<file path="src/rtl/iob_asym_fifo_pkg.sv">
// iob_asym_fifo_pkg: shared helpers for the asymmetric FIFO controller.
// Provides max/min/log2 helper macros and the functions that derive the
// lane ratios (WR, RR) and per-port address widths (W_ADDR_W, R_ADDR_W).
// Optional error flags are enabled with the macro IOB_ASYM_FIFO_ERR_EN.

`ifndef IOB_ASYM_FIFO_PKG_MACROS
`define IOB_ASYM_FIFO_PKG_MACROS
`define IOB_MAX(a, b) (((a) > (b)) ? (a) : (b))
`define IOB_MIN(a, b) (((a) < (b)) ? (a) : (b))
`define IOB_LOG2(x) $clog2(x)
`endif

package iob_asym_fifo_pkg;

    // Name of the macro that adds the sticky overflow/underflow outputs.
    localparam string ERR_EN_MACRO = "IOB_ASYM_FIFO_ERR_EN";

    // Width of the narrower port: the unit in which capacity and level count.
    function automatic int min_w(input int w_data_w, input int r_data_w);
        return `IOB_MIN(w_data_w, r_data_w);
    endfunction

    // Width of the wider port.
    function automatic int max_w(input int w_data_w, input int r_data_w);
        return `IOB_MAX(w_data_w, r_data_w);
    endfunction

    // Number of MIN_W lanes in one word of a port (WR for write, RR for read).
    function automatic int lane_ratio(input int side_w, input int other_w);
        return side_w / `IOB_MIN(side_w, other_w);
    endfunction

    // Address width of a port: one address per word of that port.
    function automatic int side_addr_w(input int addr_w, input int side_w, input int other_w);
        return addr_w - `IOB_LOG2(lane_ratio(side_w, other_w));
    endfunction

endpackage

</file>
<file path="src/rtl/iob_asym_fifo_ptr.sv">
// iob_asym_fifo_ptr: wrapping binary counter used for the FIFO write and
// read pointers. Wraps naturally modulo 2^PTR_W.

module iob_asym_fifo_ptr #(
    parameter int PTR_W = 6
) (
    input  logic             clk,
    input  logic             rst,
    input  logic             inc,
    output logic [PTR_W-1:0] ptr
);

    // Advance by one word on every accepted access; reset returns to zero.
    always_ff @(posedge clk) begin
        if (rst) begin
            ptr <= '0;
        end else if (inc) begin
            ptr <= ptr + PTR_W'(1);
        end
    end

endmodule

</file>
<file path="src/rtl/iob_asym_fifo_ctrl.sv">
// iob_asym_fifo_ctrl: single-clock FIFO controller for an external
// asymmetric two-port RAM (W_DATA_W-bit writes, R_DATA_W-bit reads).
// Level counts occupancy in MIN_W-bit lanes; full/empty decode the level
// register only. Define IOB_ASYM_FIFO_ERR_EN to add sticky w_ovf/r_udf.

module iob_asym_fifo_ctrl
    import iob_asym_fifo_pkg::*;
#(
    parameter int    W_DATA_W = 16,
    parameter int    R_DATA_W = 8,
    parameter int    ADDR_W   = 7,
    localparam int   W_ADDR_W = side_addr_w(ADDR_W, W_DATA_W, R_DATA_W),
    localparam int   R_ADDR_W = side_addr_w(ADDR_W, R_DATA_W, W_DATA_W)
) (
    input  logic                clk,
    input  logic                rst,
    input  logic                w_en,
    input  logic [W_DATA_W-1:0] w_data,
    output logic                w_full,
    input  logic                r_en,
    output logic [R_DATA_W-1:0] r_data,
    output logic                r_empty,
    output logic [ADDR_W:0]     level,
`ifdef IOB_ASYM_FIFO_ERR_EN
    output logic                w_ovf,
    output logic                r_udf,
`endif
    output logic                ext_mem_w_en,
    output logic [W_ADDR_W-1:0] ext_mem_w_addr,
    output logic [W_DATA_W-1:0] ext_mem_w_data,
    output logic                ext_mem_r_en,
    output logic [R_ADDR_W-1:0] ext_mem_r_addr,
    input  logic [R_DATA_W-1:0] ext_mem_r_data
);

    localparam int LVL_W = ADDR_W + 1;
    localparam int WR    = lane_ratio(W_DATA_W, R_DATA_W);
    localparam int RR    = lane_ratio(R_DATA_W, W_DATA_W);
    localparam int CAP   = 1 << ADDR_W;

    localparam logic [LVL_W-1:0] WR_INC  = LVL_W'(WR);
    localparam logic [LVL_W-1:0] RR_DEC  = LVL_W'(RR);
    localparam logic [LVL_W-1:0] FULL_TH = LVL_W'(CAP - WR);

    logic                w_acc;
    logic                r_acc;
    logic [LVL_W-1:0]    level_nxt;
    logic [W_ADDR_W-1:0] wptr;
    logic [R_ADDR_W-1:0] rptr;

    // Flags come straight from the level register, never from same-cycle requests.
    assign w_full  = (level > FULL_TH);
    assign r_empty = (level < RR_DEC);

    // Reset dominates: no access is accepted while rst is high.
    assign w_acc = w_en & ~w_full & ~rst;
    assign r_acc = r_en & ~r_empty & ~rst;

    assign ext_mem_w_en   = w_acc;
    assign ext_mem_w_addr = wptr;
    assign ext_mem_w_data = w_data;
    assign ext_mem_r_en   = r_acc;
    assign ext_mem_r_addr = rptr;

    // The RAM registers its read data, so r_data holds until the next read.
    assign r_data = ext_mem_r_data;

    iob_asym_fifo_ptr #(
        .PTR_W(W_ADDR_W)
    ) u_wptr (
        .clk(clk),
        .rst(rst),
        .inc(w_acc),
        .ptr(wptr)
    );

    iob_asym_fifo_ptr #(
        .PTR_W(R_ADDR_W)
    ) u_rptr (
        .clk(clk),
        .rst(rst),
        .inc(r_acc),
        .ptr(rptr)
    );

    // Next occupancy: add write lanes and remove read lanes in the same cycle.
    always_comb begin
        level_nxt = level;
        if (w_acc) begin
            level_nxt = level_nxt + WR_INC;
        end
        if (r_acc) begin
            level_nxt = level_nxt - RR_DEC;
        end
    end

    // Occupancy register; reset discards everything stored.
    always_ff @(posedge clk) begin
        if (rst) begin
            level <= '0;
        end else begin
            level <= level_nxt;
        end
    end

`ifdef IOB_ASYM_FIFO_ERR_EN
    // Sticky flags for requests dropped on full/empty, cleared only by reset.
    always_ff @(posedge clk) begin
        if (rst) begin
            w_ovf <= 1'b0;
            r_udf <= 1'b0;
        end else begin
            if (w_en & w_full) begin
                w_ovf <= 1'b1;
            end
            if (r_en & r_empty) begin
                r_udf <= 1'b1;
            end
        end
    end
`endif

endmodule

</file>
<file path="config.mk">
export PLATFORM = sky130hd
export DESIGN_NAME = iob_asym_fifo_ctrl
export DESIGN_NICKNAME = d
export VERILOG_FILES = /design/src/rtl/iob_asym_fifo_pkg.sv /design/src/rtl/iob_asym_fifo_ptr.sv /design/src/rtl/iob_asym_fifo_ctrl.sv
export SDC_FILE = /design/constraint.sdc
export NUM_CORES = 1
export LEC_CHECK = 0
export ABC_AREA = 1
export CORE_ASPECT_RATIO = 1.2
export CORE_MARGIN = 2
export CORE_UTILIZATION = 55
export CTS_BUF_LIST = sky130_fd_sc_hd__clkbuf_4 sky130_fd_sc_hd__clkbuf_8
export CTS_CLUSTER_DIAMETER = 100
export DETAILED_ROUTE_END_ITERATION = 8
export DONT_BUFFER_PORTS = 1
export GPL_ROUTABILITY_DRIVEN = 0
export HOLD_SLACK_MARGIN = 0.08
export PLACE_DENSITY_LB_ADDON = 0.2
export SLEW_MARGIN = 20
export SYNTH_ARGS = -nofsm -noshare
export SYNTH_HDL_FRONTEND = slang
export SYNTH_SLANG_ARGS = --single-unit
</file>
<file path="constraint.sdc">
create_clock -name clk -period 4.9 [get_ports clk]
set_clock_uncertainty 0.2 [all_clocks]
set_input_delay 1.47 -clock clk [delete_from_list [all_inputs] [get_ports clk]]
set_output_delay 1.47 -clock clk [all_outputs]
set_load 0.01 [all_outputs]
</file>
==> summary by stage <==
Route
For this block, the initial DRC count from the detailed router was 35. After detailed routing, the met3 layer carries 247 µm of wire. Summing over every cut layer, the via total after detailed routing is 1207. The detailed-route wire length on metal 1 is 1.20 mm. Before antenna repair, the detailed router went through 4 iterations. The DRC violation count after routing is 0. For this block, the routed nets add up to 3.00 mm of wire. In this run the top signal layer used is met4.

The number of nets with antenna violations after detailed routing is 0. The detailed route wirelength on metal2 is 1.43 mm. Dividing the detail-routed wire length by the instance count gives 13.4 µm.

The detail-routed via count per cell is 5.39.

Clock tree
The number of clock sinks is 21. TritonCTS created 3 clock buffers. The clock network latency to the later pin of the worst-skew pair is 310 ps. The maximum level of the CTS H-tree is 1. The tree is rooted in a sky130_fd_sc_hd__clkbuf_4. The buffers inserted during post-CTS setup optimization is 0. For this design, the CTS-stage hold fixing added 0 buffers. The clock passes through at most 2 buffers. The clock input transition at the sequential cells of the worst setup and hold paths is 120 ps. The clock tree from TritonCTS is yes. The post-cts gate resize count is 0.

Logic synthesis
The library cell with the largest summed area after synthesis is sky130_fd_sc_hd__dfxtp_1. The post-synth design cell area is 1520 µm². Of the synthesized area, sequential elements account for 27.6%. Counting every net in the synthesized netlist gives 248. The portion of synthesized cell area occupied by the leading cell type is 27.6%.

The commonest register cell after synthesis is sky130_fd_sc_hd__dfxtp_1. In this run the mean area of a mapped cell was 7.06 µm². Sorting the synthesized cells by area gives the leading types as sky130_fd_sc_hd__dfxtp_1, sky130_fd_sc_hd__buf_4, sky130_fd_sc_hd__nand2_1. The synthesis warning total is 0. After synthesis, the share of flip-flops with an asynchronous set or reset is 0%. The distinct cell type count of the synthesized netlist is 25. Synthesis produced 216 cells. The commonest cells after synthesis are sky130_fd_sc_hd__nand2_1, sky130_fd_sc_hd__inv_1, sky130_fd_sc_hd__buf_4, sky130_fd_sc_hd__dfxtp_1, sky130_fd_sc_hd__nor2_1. Synthesis inferred 21 register bits. Counting flops with a built-in enable in the synthesized netlist gives 0. In the post-synthesis netlist, the cell with the most instances is sky130_fd_sc_hd__nand2_1.

Floorplan
The floorplan step set the die width to 52.1 µm. The I/O pin total is 77. The core region is 2580 µm².

The initial core utilization is 59.1%. The number of cell rows is 20. From bottom edge to top edge, the die measures 61.7 µm.

The die footprint is 3210 µm².

Pwr
The power density over the cells is 346 nW/µm². The cell leakage power is 0.628 nW. The sequential share of power is 49.3%. The fraction of power spent switching nets is 42.7%. The share of total power dissipated in combinational logic is 32.7%. The cell internal power dissipation is 0.000272 W.

VDD sags by at most 0.000242 V. The proportion of power drawn by the clock network is 18.0%. The total net switching power is 0.000202 W.

The power after layout is 0.000474 W.

Global route
The first global-routing pass estimated 4.92 mm of wire. The initial antenna violation count is 0. Summed over all layers, the global routing overflow is 0. For this run, the total global-route usage over all layers was measured as 20.0%. Entering global routing, the biggest net connects 14 pins.

The via count of the first global-routing pass came to 1163.

Run status
The flow ran to the end, and the final reports show no timing, DRC or antenna violations.

STA
The total negative setup slack is 0 ps. The achievable frequency is 0.269 GHz. The tightest hold path in the finished design has a slack of 330 ps. The total setup violations reported at the end of the flow is 0. Setup repair after global routing left no endpoint under its margin. For the pin with the worst max-slew slack, the measured transition is 422 ps. Subtracting the final worst setup slack from the clock period gives 3710 ps. The final clock period utilization by the worst path is 75.8%. The worst-case headroom to the max-slew limit is 71.6%. The total count of max-transition violations in the final report is 0. The count of endpoints failing hold in the final timing report is 0.

Worst setup path
The longest individual stage delay on the worst path is 250 ps. For this design, the slowest cell found on the critical path is sky130_fd_sc_hd__inv_1. The critical path class is in -> out. The critical path endpoint category is an output pin. The signal on the critical path passes through inv_1, nand2_2, inv_2. Among cell families on the critical path, the largest total delay comes from buffers and inverters. The number of buffers and inverters on the critical path is 2.

Of all nets on the critical path, the largest fanout is 12. The data arrival time at the worst-slack endpoint is 2040 ps. At the worst endpoint, the required time is 3230 ps. STA classifies the critical path startpoint as a primary input.

Finish
The growth of design area from synthesis to finish is -10.0%. The total inserted antenna cells is 0. The final-stage net count is 224. The layout cell share with drive strength beyond 1 is 15.2%.

Placed design
Port buffering added 0 buffers. The placed wire-length estimate after detailed placement is 2.31 mm.

Min path
The worst hold path belongs to the class reg -> reg.

Run
The number of violations of the max-capacitance limit is 0.
[layout make-up]
cell class / count / area [µm²]
clock inverters: 1 / 5.00
clock buffers: 3 / 22.5
inverters: 29 / 109
flip-flops and latches: 21 / 420
multi-input cells: 137 / 773
fillers: 270 / 1210
well taps: 33 / 41.3
[cell usage in the layout, fill, tap and decap left out, drive strengths merged]
master	n
nand3	13
ha	4
inv	29
nor3	2
nor2	27
nand4	8
nor4	1
nor3b	3
clkbuf	3
dfxtp	21
clkinv	1
o21ai	10
xor2	4
a21oi	10
nand2	53
o21a	2
[worst register-to-register path, cell delays in order, from the launching register on]
cell                      delay, ps
sky130_fd_sc_hd__dfxtp_1        580
sky130_fd_sc_hd__nand2_2         90
sky130_fd_sc_hd__nor2_2         190
sky130_fd_sc_hd__nand2_4         90
sky130_fd_sc_hd__nand3_4        150
sky130_fd_sc_hd__nand2_1         90
sky130_fd_sc_hd__nand2_2        110
sky130_fd_sc_hd__ha_1           190
sky130_fd_sc_hd__nand3_2        100
sky130_fd_sc_hd__nor2_2         180
sky130_fd_sc_hd__nand3_1        110
sky130_fd_sc_hd__nand2_1         70
sky130_fd_sc_hd__nor2_1          40
[flip-flops by register name, summed over array words and instances, names as in the netlist]
signal / flops
level: 8
u_rptr.ptr: 7
u_wptr.ptr: 6
[metrics by stage]
step | instance area, µm² | std cells | setup WS [ps] | util (%)
floorplan | 1520 | 216 | 1380 | -
global placement | 1340 | 220 | 1220 | 52.1
detailed placement | 1340 | 220 | 1200 | 52.1
CTS | 1370 | 224 | 1190 | 53.2
global route | 1370 | 224 | 1110 | 53.2
finish | 1370 | 224 | 1190 | 53.2
[per-layer routing]
layer / GRT usage (%) / up-vias
met1: 22.1 / 520
li1: - / 614
met4: 12.4 / 0
met2: 35.3 / 47
met3: 3.88 / 26
met5: 0 / -
[power groups by stage]
| stage | Combinational [W] | Clock [W] | Sequential [W] |
|---|---|---|---|
| 4_1_cts | 0.000156 | 0.0000872 | 0.000234 |
| 2_1_floorplan | 0.000162 | 0 | 0.000226 |
| 6_report | 0.000155 | 0.0000855 | 0.000234 |
| 5_1_grt | 0.000177 | 0.0000913 | 0.000237 |
| 3_5_place_dp | 0.000155 | 0 | 0.000238 |
| 3_3_place_gp | 0.000152 | 0 | 0.000237 |
[logic make-up (layout without fill, tap and decap cells)]
family | count (synthesis) | after routing | synth area share (%)
compound gates | 22 | 22 | 7.55
xor+xnor | 4 | 4 | 2.30
fa+ha+maj | 4 | 4 | 3.28
buf+inv | 58 | 33 | 21.7
flops | 21 | 21 | 27.6
simple gates | 107 | 107 | 37.6
[final timing paths]
kind                 startpoint       endpoint  slack [ps]  cells after the start
setup / recovery            rst   ext_mem_r_en        1190                      3
hold reg to reg   u_wptr.ptr[5]  u_wptr.ptr[5]         330                      2
hold / removal    u_wptr.ptr[5]  u_wptr.ptr[5]         330                      2
setup reg to reg       level[5]       level[6]        2620                     12
Note: power is estimated with default switching activity, not from simulation.
